===== src/rtl/imm_extend_stage_if.sv =====
// Handshake bundle for the immediate-extend stage: upstream instruction
// port and downstream extended-immediate port.
interface imm_extend_stage_if #(
  parameter int INSTR_W = 8,
  parameter int DATA_W  = 8
);
  logic               in_valid;
  logic               in_ready;
  logic [INSTR_W-1:0] in_instr;
  logic               out_valid;
  logic               out_ready;
  logic [INSTR_W-1:0] out_instr;
  logic [DATA_W-1:0]  out_imm;
  logic               out_imm_neg;
  logic               out_has_imm;

  modport master (
    output in_valid, in_instr, out_ready,
    input  in_ready, out_valid, out_instr, out_imm, out_imm_neg, out_has_imm
  );

  modport slave (
    input  in_valid, in_instr, out_ready,
    output in_ready, out_valid, out_instr, out_imm, out_imm_neg, out_has_imm
  );
endinterface


===== src/rtl/imm_extend_stage.sv =====
// Decode-stage immediate generator: extends the instruction's immediate field
// per opcode and hands it downstream through a 2-entry skid buffer.
//
// state | meaning
// EMPTY | no entry buffered, out_valid low
// ONE   | head entry valid, tail free
// FULL  | head and tail valid, in_ready low
module imm_extend_stage #(
  parameter int INSTR_W = 8,
  parameter int FIELD_W = 3,
  parameter int DATA_W  = 8
) (
  input  logic              clk,
  input  logic              rst_n,
  input  logic              flush,
  imm_extend_stage_if.slave bus
);

  typedef enum logic [1:0] {
    EMPTY = 2'd0,
    ONE   = 2'd1,
    FULL  = 2'd2
  } state_e;

  typedef struct packed {
    logic [INSTR_W-1:0] instr;
    logic [DATA_W-1:0]  imm;
    logic               neg;
    logic               has_imm;
  } entry_t;

  state_e state_q, state_d;
  entry_t head_q, head_d;
  entry_t tail_q, tail_d;
  entry_t new_entry;
  logic   in_ready, out_valid, push, pop;

  // Selector-1 on op 11 fills every bit above the field with ones,
  // independent of the field's own MSB.
  function automatic entry_t extend(input logic [INSTR_W-1:0] instr);
    entry_t           e;
    logic [1:0]       op;
    logic             fill;
    e       = '0;
    e.instr = instr;
    op      = instr[INSTR_W-1 -: 2];
    fill    = (op == 2'b11) && instr[INSTR_W-3];
    if (op != 2'b10) begin
      e.has_imm              = 1'b1;
      e.neg                  = fill;
      e.imm                  = {DATA_W{fill}};
      e.imm[FIELD_W-1:0]     = instr[FIELD_W-1:0];
    end
    return e;
  endfunction

  assign in_ready  = (state_q != FULL);
  assign out_valid = (state_q != EMPTY);

  always_comb begin
    state_d   = state_q;
    head_d    = head_q;
    tail_d    = tail_q;
    new_entry = extend(bus.in_instr);
    push      = bus.in_valid & in_ready;
    pop       = out_valid & bus.out_ready;
    case (state_q)
      EMPTY: begin
        if (push) begin
          head_d  = new_entry;
          state_d = ONE;
        end
      end
      ONE: begin
        if (push && pop) begin
          head_d = new_entry;
        end else if (push) begin
          tail_d  = new_entry;
          state_d = FULL;
        end else if (pop) begin
          state_d = EMPTY;
        end
      end
      FULL: begin
        if (pop) begin
          head_d  = tail_q;
          state_d = ONE;
        end
      end
      default: state_d = EMPTY;
    endcase
    if (flush) begin
      state_d = EMPTY;
    end
  end

  always_ff @(posedge clk or negedge rst_n) begin
    if (!rst_n) begin
      state_q <= EMPTY;
      head_q  <= '0;
      tail_q  <= '0;
    end else begin
      state_q <= state_d;
      head_q  <= head_d;
      tail_q  <= tail_d;
    end
  end

  assign bus.in_ready    = in_ready;
  assign bus.out_valid   = out_valid;
  assign bus.out_instr   = head_q.instr;
  assign bus.out_imm     = head_q.imm;
  assign bus.out_imm_neg = head_q.neg;
  assign bus.out_has_imm = head_q.has_imm;

endmodule


===== src/flat_wrapper.sv =====
// flat-port wrapper written by rule: the top's interface ports become plain ports
module imm_extend_stage_flat 
#(
  parameter int INSTR_W = 8,
  parameter int FIELD_W = 3,
  parameter int DATA_W  = 8
)
  (clk, rst_n, flush, bus_in_valid, bus_in_instr, bus_out_ready, bus_in_ready, bus_out_valid, bus_out_instr, bus_out_imm, bus_out_imm_neg, bus_out_has_imm);
  imm_extend_stage_if #(.INSTR_W(INSTR_W), .DATA_W(DATA_W)) bus_i ();
  input  logic clk;
  input  logic rst_n;
  input  logic flush;
  input wire logic [$bits(bus_i.in_valid)-1:0] bus_in_valid;
  input wire logic [$bits(bus_i.in_instr)-1:0] bus_in_instr;
  input wire logic [$bits(bus_i.out_ready)-1:0] bus_out_ready;
  output wire logic [$bits(bus_i.in_ready)-1:0] bus_in_ready;
  output wire logic [$bits(bus_i.out_valid)-1:0] bus_out_valid;
  output wire logic [$bits(bus_i.out_instr)-1:0] bus_out_instr;
  output wire logic [$bits(bus_i.out_imm)-1:0] bus_out_imm;
  output wire logic [$bits(bus_i.out_imm_neg)-1:0] bus_out_imm_neg;
  output wire logic [$bits(bus_i.out_has_imm)-1:0] bus_out_has_imm;
  assign bus_i.in_valid = bus_in_valid;
  assign bus_i.in_instr = bus_in_instr;
  assign bus_i.out_ready = bus_out_ready;
  assign bus_in_ready = bus_i.in_ready;
  assign bus_out_valid = bus_i.out_valid;
  assign bus_out_instr = bus_i.out_instr;
  assign bus_out_imm = bus_i.out_imm;
  assign bus_out_imm_neg = bus_i.out_imm_neg;
  assign bus_out_has_imm = bus_i.out_has_imm;
  imm_extend_stage #(.INSTR_W(INSTR_W), .FIELD_W(FIELD_W), .DATA_W(DATA_W)) u_core (.clk(clk), .rst_n(rst_n), .flush(flush), .bus(bus_i));
endmodule

===== config.mk =====
export PLATFORM = sky130hd
export DESIGN_NAME = imm_extend_stage_flat
export DESIGN_NICKNAME = d
export VERILOG_FILES = /design/src/rtl/imm_extend_stage_if.sv /design/src/rtl/imm_extend_stage.sv /design/src/flat_wrapper.sv
export SDC_FILE = /design/constraint.sdc
export NUM_CORES = 1
export LEC_CHECK = 0
export ABC_AREA = 1
export BUFFER_PORTS_ARGS = -buffer_cell sky130_fd_sc_hd__buf_2
export CAP_MARGIN = 20
export CORE_MARGIN = 5
export CORE_UTILIZATION = 55
export CTS_BUF_LIST = sky130_fd_sc_hd__clkbuf_2 sky130_fd_sc_hd__clkbuf_4 sky130_fd_sc_hd__clkbuf_8
export DETAILED_ROUTE_END_ITERATION = 8
export PLACE_DENSITY = 0.79
export SYNTH_ARGS = -nofsm -noshare
export SYNTH_HDL_FRONTEND = slang
export SYNTH_SLANG_ARGS = --single-unit

===== constraint.sdc =====
create_clock -name clk -period 1.62 [get_ports clk]
set_input_delay 0.243 -clock clk [delete_from_list [all_inputs] [get_ports clk]]
set_output_delay 0.243 -clock clk [all_outputs]
set_load 0.02 [all_outputs]

After elaboration in Yosys (flattened, before gate mapping). Index checks and enable logic that the tools add are counted.

Multiplexer cells: 12. Reductions and logical operators: 8. Bitwise gates (word level): 3. Equality and inequality tests: 12.

Operators with widths (number): $mux 18 (3); $pmux 18 s3 (1); $mux 2 (6); $mux 10 (1); $reduce_and 4->1 (2); $ne 2x1->1 const B (3); $ne 3x2->1 const B (2); $pmux 2 s3 (1); $eq 2x2->1 const B (2); $ne 2x2->1 const B (2); $ne 4x2->1 const B (1); $ne 3x3->1 const B (1); $reduce_and 3->1 (1); $reduce_bool 3->1 (1); $and 1x1->1 (2); $eq 2x1->1 const B (1); $logic_and 1x1->1 (2); $logic_not 2->1 (1); $reduce_bool 2->1 (1); $not 1->1 (1).

Word-level logic and storage cells: 44. Register bits after elaboration: 38. Input bits: 13.

Depth between registers and ports, before layout.
Depth in word-level cells: 7. Gate-level depth with buffers: 8. Gate-level depth less buffers: 6.

Worst setup path after synthesis. OpenSTA, ideal clock, no wires.

Kind: reg2reg. Start point: register u_core.state_q[1]. End point: register u_core.tail_q[0] in the netlist's numbering. Path buffers: 2. Setup time: 0.066 ns. Arrival: 1.126 ns. Path slack: 0.429 ns. Stages on the path, launching flop included: 8. Clock period less this slack: 1.191 ns. Cell sequence: dfrtp_1 buf_2 nor2_1 nand3_1 buf_2 inv_2 nand2_1 nand2_1.

Word-level cells in the longest chain between the ends: 5.

Ends and longest elaborated chain: from (decl) (RTL line imm_extend_stage.sv:32) `state_e state_q, state_d;`; from (signal assigned) (RTL line imm_extend_stage.sv:103) `state_q <= state_d;`; $ne 2x2->1 or $reduce_bool 2->1 (tied branches) (RTL line imm_extend_stage.sv:57, imm_extend_stage.sv:58); $and 1x1->1, on equally long branches (RTL line imm_extend_stage.sv:65, imm_extend_stage.sv:66); $logic_and 1x1->1 (RTL line imm_extend_stage.sv:75) `if (push && pop) begin`; $not 1->1 (no source line); $reduce_and 3->1 (no source line) *; to (signal assigned) (RTL line imm_extend_stage.sv:105) `tail_q <= tail_d;`; to (decl) (RTL line imm_extend_stage.sv:34) `entry_t tail_q, tail_d;`.

Mark *: on every way between the ends. The rest lies on a longest branch, timed or not. A chain may end at the register's enable or synchronous reset.

Final worst setup path.
Start point: register u_core.state_q[1]. End point: output port bus_in_ready.

Word-level cells in the longest chain between the ends: 1.

Ends and longest elaborated chain: $ne 2x2->1 (RTL line imm_extend_stage.sv:57) `assign in_ready = (state_q != FULL);`; to (decl) (RTL line flat_wrapper.sv:16) `output wire logic [$bits(bus_i.in_ready)-1:0] bus_in_ready;`.

No other way between the ends.

==> impl_metrics.prom <==
# TYPE chip_impl_metric gauge
chip_impl_metric{name="floorplan.core_area",unit="mm2"} 0.00245
chip_impl_metric{name="post-route-worst-setup-slack",unit="ns"} 0.0735
chip_impl_info{name="holdCritPathClass",value="in -> reg"} 1
chip_impl_metric{name="grt_use_met3",unit="%"} 3.40
chip_impl_metric{name="minimum_clock_period",unit="ns"} 1.55
chip_impl_metric{name="global_route.usage.total",unit="%"} 18.3
chip_impl_info{name="cts_tree",value="yes"} 1
chip_impl_metric{name="critPathArrivalTime",unit="ns"} 1.30
chip_impl_metric{name="grt_start_max_net_pins",unit=""} 29
chip_impl_metric{name="synth.mux.area_fraction",unit="%"} 0
chip_impl_metric{name="firstDrtPassIters",unit=""} 4
chip_impl_metric{name="worst_slew_pin_slew",unit="ns"} 0.595
chip_impl_metric{name="number_of_antenna_violations_at_the_first_check_in_global_routing",unit=""} 0
chip_impl_metric{name="final_max_slew_viol_count",unit=""} 0
chip_impl_metric{name="finalWirelength",unit="um"} 3010
chip_impl_metric{name="initial_utilization",unit="%"} 56.9
chip_impl_metric{name="post_synth_num_cell_types",unit=""} 17
chip_impl_metric{name="avgRoutedWirePerCell",unit="um"} 12.2
chip_impl_metric{name="ir_worst_vdd",unit="mV"} 0.868
chip_impl_metric{name="area_of_the_die",unit="mm2"} 0.00365
chip_impl_info{name="crit_path_start_kind",value="register"} 1
chip_impl_metric{name="n_fill_cell",unit=""} 210
chip_impl_info{name="cts-root-buf",value="clkbuf_4"} 1
chip_impl_metric{name="cellPowerDensity",unit="mW/mm2"} 1190
chip_impl_info{name="mostFrequentLayoutCell",value="nand2_1"} 1
chip_impl_metric{name="final_antenna_net_count",unit=""} 0
chip_impl_metric{name="areaGrowthSynthToFinish",unit="%"} 14.9
chip_impl_metric{name="gpl.final_weighted_congestion",unit=""} 0.761
chip_impl_metric{name="clock_insertion_delay_worst_skew",unit="ns"} 0.32
chip_impl_metric{name="synthesis.area_per_instance",unit="um2"} 7.43
chip_impl_metric{name="floorplan.die.width",unit="um"} 60.4
chip_impl_info{name="timing.setup.critical_path_class",value="reg -> out"} 1
chip_impl_metric{name="hold_viol_final",unit=""} 0
chip_impl_metric{name="crit_fanout",unit=""} 12
chip_impl_metric{name="n_antenna_cell",unit=""} 0
chip_impl_metric{name="grt_pass1_vias",unit=""} 1172
chip_impl_metric{name="detailedRoute.firstIterationViolations",unit=""} 66
chip_impl_metric{name="die_height",unit="um"} 60.4
chip_impl_metric{name="use_met1",unit="%"} 25.2
chip_impl_metric{name="synth_seq_cells",unit=""} 28
chip_impl_metric{name="utilization",unit="%"} 65.4
chip_impl_info{name="grt-busiest-layer",value="met2"} 1
chip_impl_metric{name="clkSinkCount",unit=""} 28
chip_impl_metric{name="max-cap-violations",unit=""} 0
chip_impl_metric{name="syn_area",unit="mm2"} 0.00140
chip_impl_metric{name="num_io_pins",unit=""} 33
chip_impl_info{name="end_kind",value="primary output"} 1
chip_impl_metric{name="finalSetupTns",unit="ns"} 0
chip_impl_metric{name="final.setup_skew",unit="ns"} 0.00562
chip_impl_info{name="rsz_0062_raised_after_global_routing",value="no"} 1
chip_impl_metric{name="hpwlAfterDp",unit="um"} 2330
chip_impl_metric{name="fin_crit_sh",unit="%"} 95.5
chip_impl_metric{name="tritoncts.num_buffers",unit=""} 3
chip_impl_metric{name="cts-root-to-sink-buffers",unit=""} 2
chip_impl_metric{name="numPortBuffers",unit=""} 32
chip_impl_metric{name="total_via_count_after_detailed_routing",unit=""} 1259
chip_impl_metric{name="drt-vias-per-instance",unit=""} 5.12
chip_impl_metric{name="drc_errors",unit=""} 0
chip_impl_info{name="most_used_cells_in_the_layout_excluding_fill_and_tap_cells",value="nand2_1, buf_2, dfrtp_1"} 1
chip_impl_metric{name="dpl_worst_slack",unit="ns"} 0.189
chip_impl_metric{name="grt_overflow",unit=""} 0
chip_impl_metric{name="std_cell_rows",unit=""} 18
chip_impl_info{name="outcome",value="finished clean"} 1
chip_impl_metric{name="timing.final.setup_violations",unit=""} 0
chip_impl_metric{name="critPathRequiredTime",unit="ns"} 1.38
chip_impl_metric{name="yosys.area_share.simple",unit="%"} 35.9
chip_impl_metric{name="postSynthCellCount",unit=""} 188
chip_impl_metric{name="post_route_cells_drive_above_1_share",unit="%"} 22.2
chip_impl_metric{name="number_of_warnings_reported_in_the_yosys_synthesis_log",unit=""} 0
chip_impl_metric{name="layout.nets",unit=""} 230
chip_impl_metric{name="met2_usage",unit="%"} 30.1
chip_impl_metric{name="total_leakage_power",unit="nW"} 0.940
chip_impl_metric{name="compound_gate_fraction_of_synth_area",unit="%"} 4.92
chip_impl_metric{name="clock.fmax",unit="MHz"} 647
chip_impl_metric{name="synthesis.nets",unit=""} 201
chip_impl_metric{name="clkSlewWorstSetupHoldPaths",unit="ns"} 0.15
chip_impl_info{name="synth_top_family_by_area",value="simple AND/OR/NAND/NOR gates"} 1
chip_impl_metric{name="post-cts-setup-buffer-count",unit=""} 0
chip_impl_metric{name="synth_xor_xnor_area_share",unit="%"} 0
chip_impl_metric{name="synth-seq-area-share",unit="%"} 50.1
chip_impl_metric{name="global_route_wire_length_before_repair",unit="um"} 5080
chip_impl_metric{name="htree_levels",unit=""} 1
chip_impl_metric{name="slew_headroom",unit="%"} 60.4
chip_impl_metric{name="synth-adder-area-share",unit="%"} 0
## sequential cells by signal (all words and copies together) (netlist names)
signal                  flops
u_core.bus.out_has_imm      1
u_core.bus.out_imm          4
u_core.state_q              2
u_core.tail_q              13
u_core.bus.out_instr        8
## synthesized netlist by cell type
master	number	area share [%]
a21oi_1	1	0.36
buf_2	5	1.8
buf_4	6	3.2
buf_6	1	0.81
clkbuf_1	1	0.27
dfrtp_1	28	50
inv_1	7	1.9
inv_2	4	1.1
nand2_1	93	25
nand2_2	1	0.45
nand3_1	22	7.9
nand4_1	1	0.45
nor2_1	5	1.3
nor2_4	1	0.81
o21ai_0	4	1.4
o21ai_1	7	2.5
o21ai_2	1	0.63
## path summary, 6_finish.rpt
| check | slack [ns] | startpoint | cells after the start | to |
|---|---|---|---|---|
| max in group asynchronous | 0.80 | rst_n | 2 | u_core.bus.out_imm[6] |
| min in group asynchronous | 0.44 | rst_n | 2 | u_core.tail_q[3] |
| hold reg to reg | 0.50 | u_core.tail_q[0] | 2 | u_core.tail_q[0] |
| hold / removal | 0.12 | bus_in_instr[3] | 3 | u_core.tail_q[13] |
| setup / recovery | 0.07 | u_core.state_q[1] | 2 | bus_in_ready |
| setup reg to reg | 0.13 | u_core.state_q[1] | 5 | u_core.bus.out_instr[3] |
## power by group
group	leakage, nW	internal [mW]	switching [mW]
Combinational	0.559	0.176	0.328
Sequential	0.353	0.863	0.0942
Clock	0.0279	0.250	0.206
## area by class of cell
type                       count  area, um2  area share, %
sequential                    28        701           43.6
multi-input combinational    136        573           35.7
timing repair buffer          37        200           12.5
inverter                      11       41.3           2.57
tap                           30       37.5           2.34
clock inverter                 1       30.0           1.87
clock buffer                   3       22.5           1.40
## routing by layer
layer	vias up	share of wire (%)
met2	42	48
met5	-	0
met3	4	6.0
li1	639	-
met1	574	45
met4	0	1.1
## critical path, stage by stage (launching register included)
cell and delay, ns:
dfrtp_1 0.55, nand2_2 0.22, buf_2 0.21
## kinds of logic (layout without fill, tap and decap cells)
family / Yosys count / in the layout
flops: 28 / 28
simple gates: 123 / 123
compound gates: 13 / 13
buf+inv: 24 / 52
## timing repair
action	4_1_cts	5_1_grt
hold buffers	1	0
hold endpoints to repair	28	0
gates resized for setup	1	0
endpoints found under the setup margin	1	0
## through the flow
stage / instances / hold WS [ns] / cell area, um2 / total power [mW]
4_1_cts: 246 / 0.112 / 1610 / 1.93
3_5_place_dp: 241 / 0.295 / 1540 / 1.48
2_1_floorplan: 188 / -0.0526 / 1400 / 1.31
3_3_place_gp: 241 / 0.286 / 1540 / 1.45
6_report: 246 / 0.122 / 1610 / 1.92
5_1_grt: 246 / 0.115 / 1610 / 2.03
Note: power is estimated with default switching activity, not from simulation.
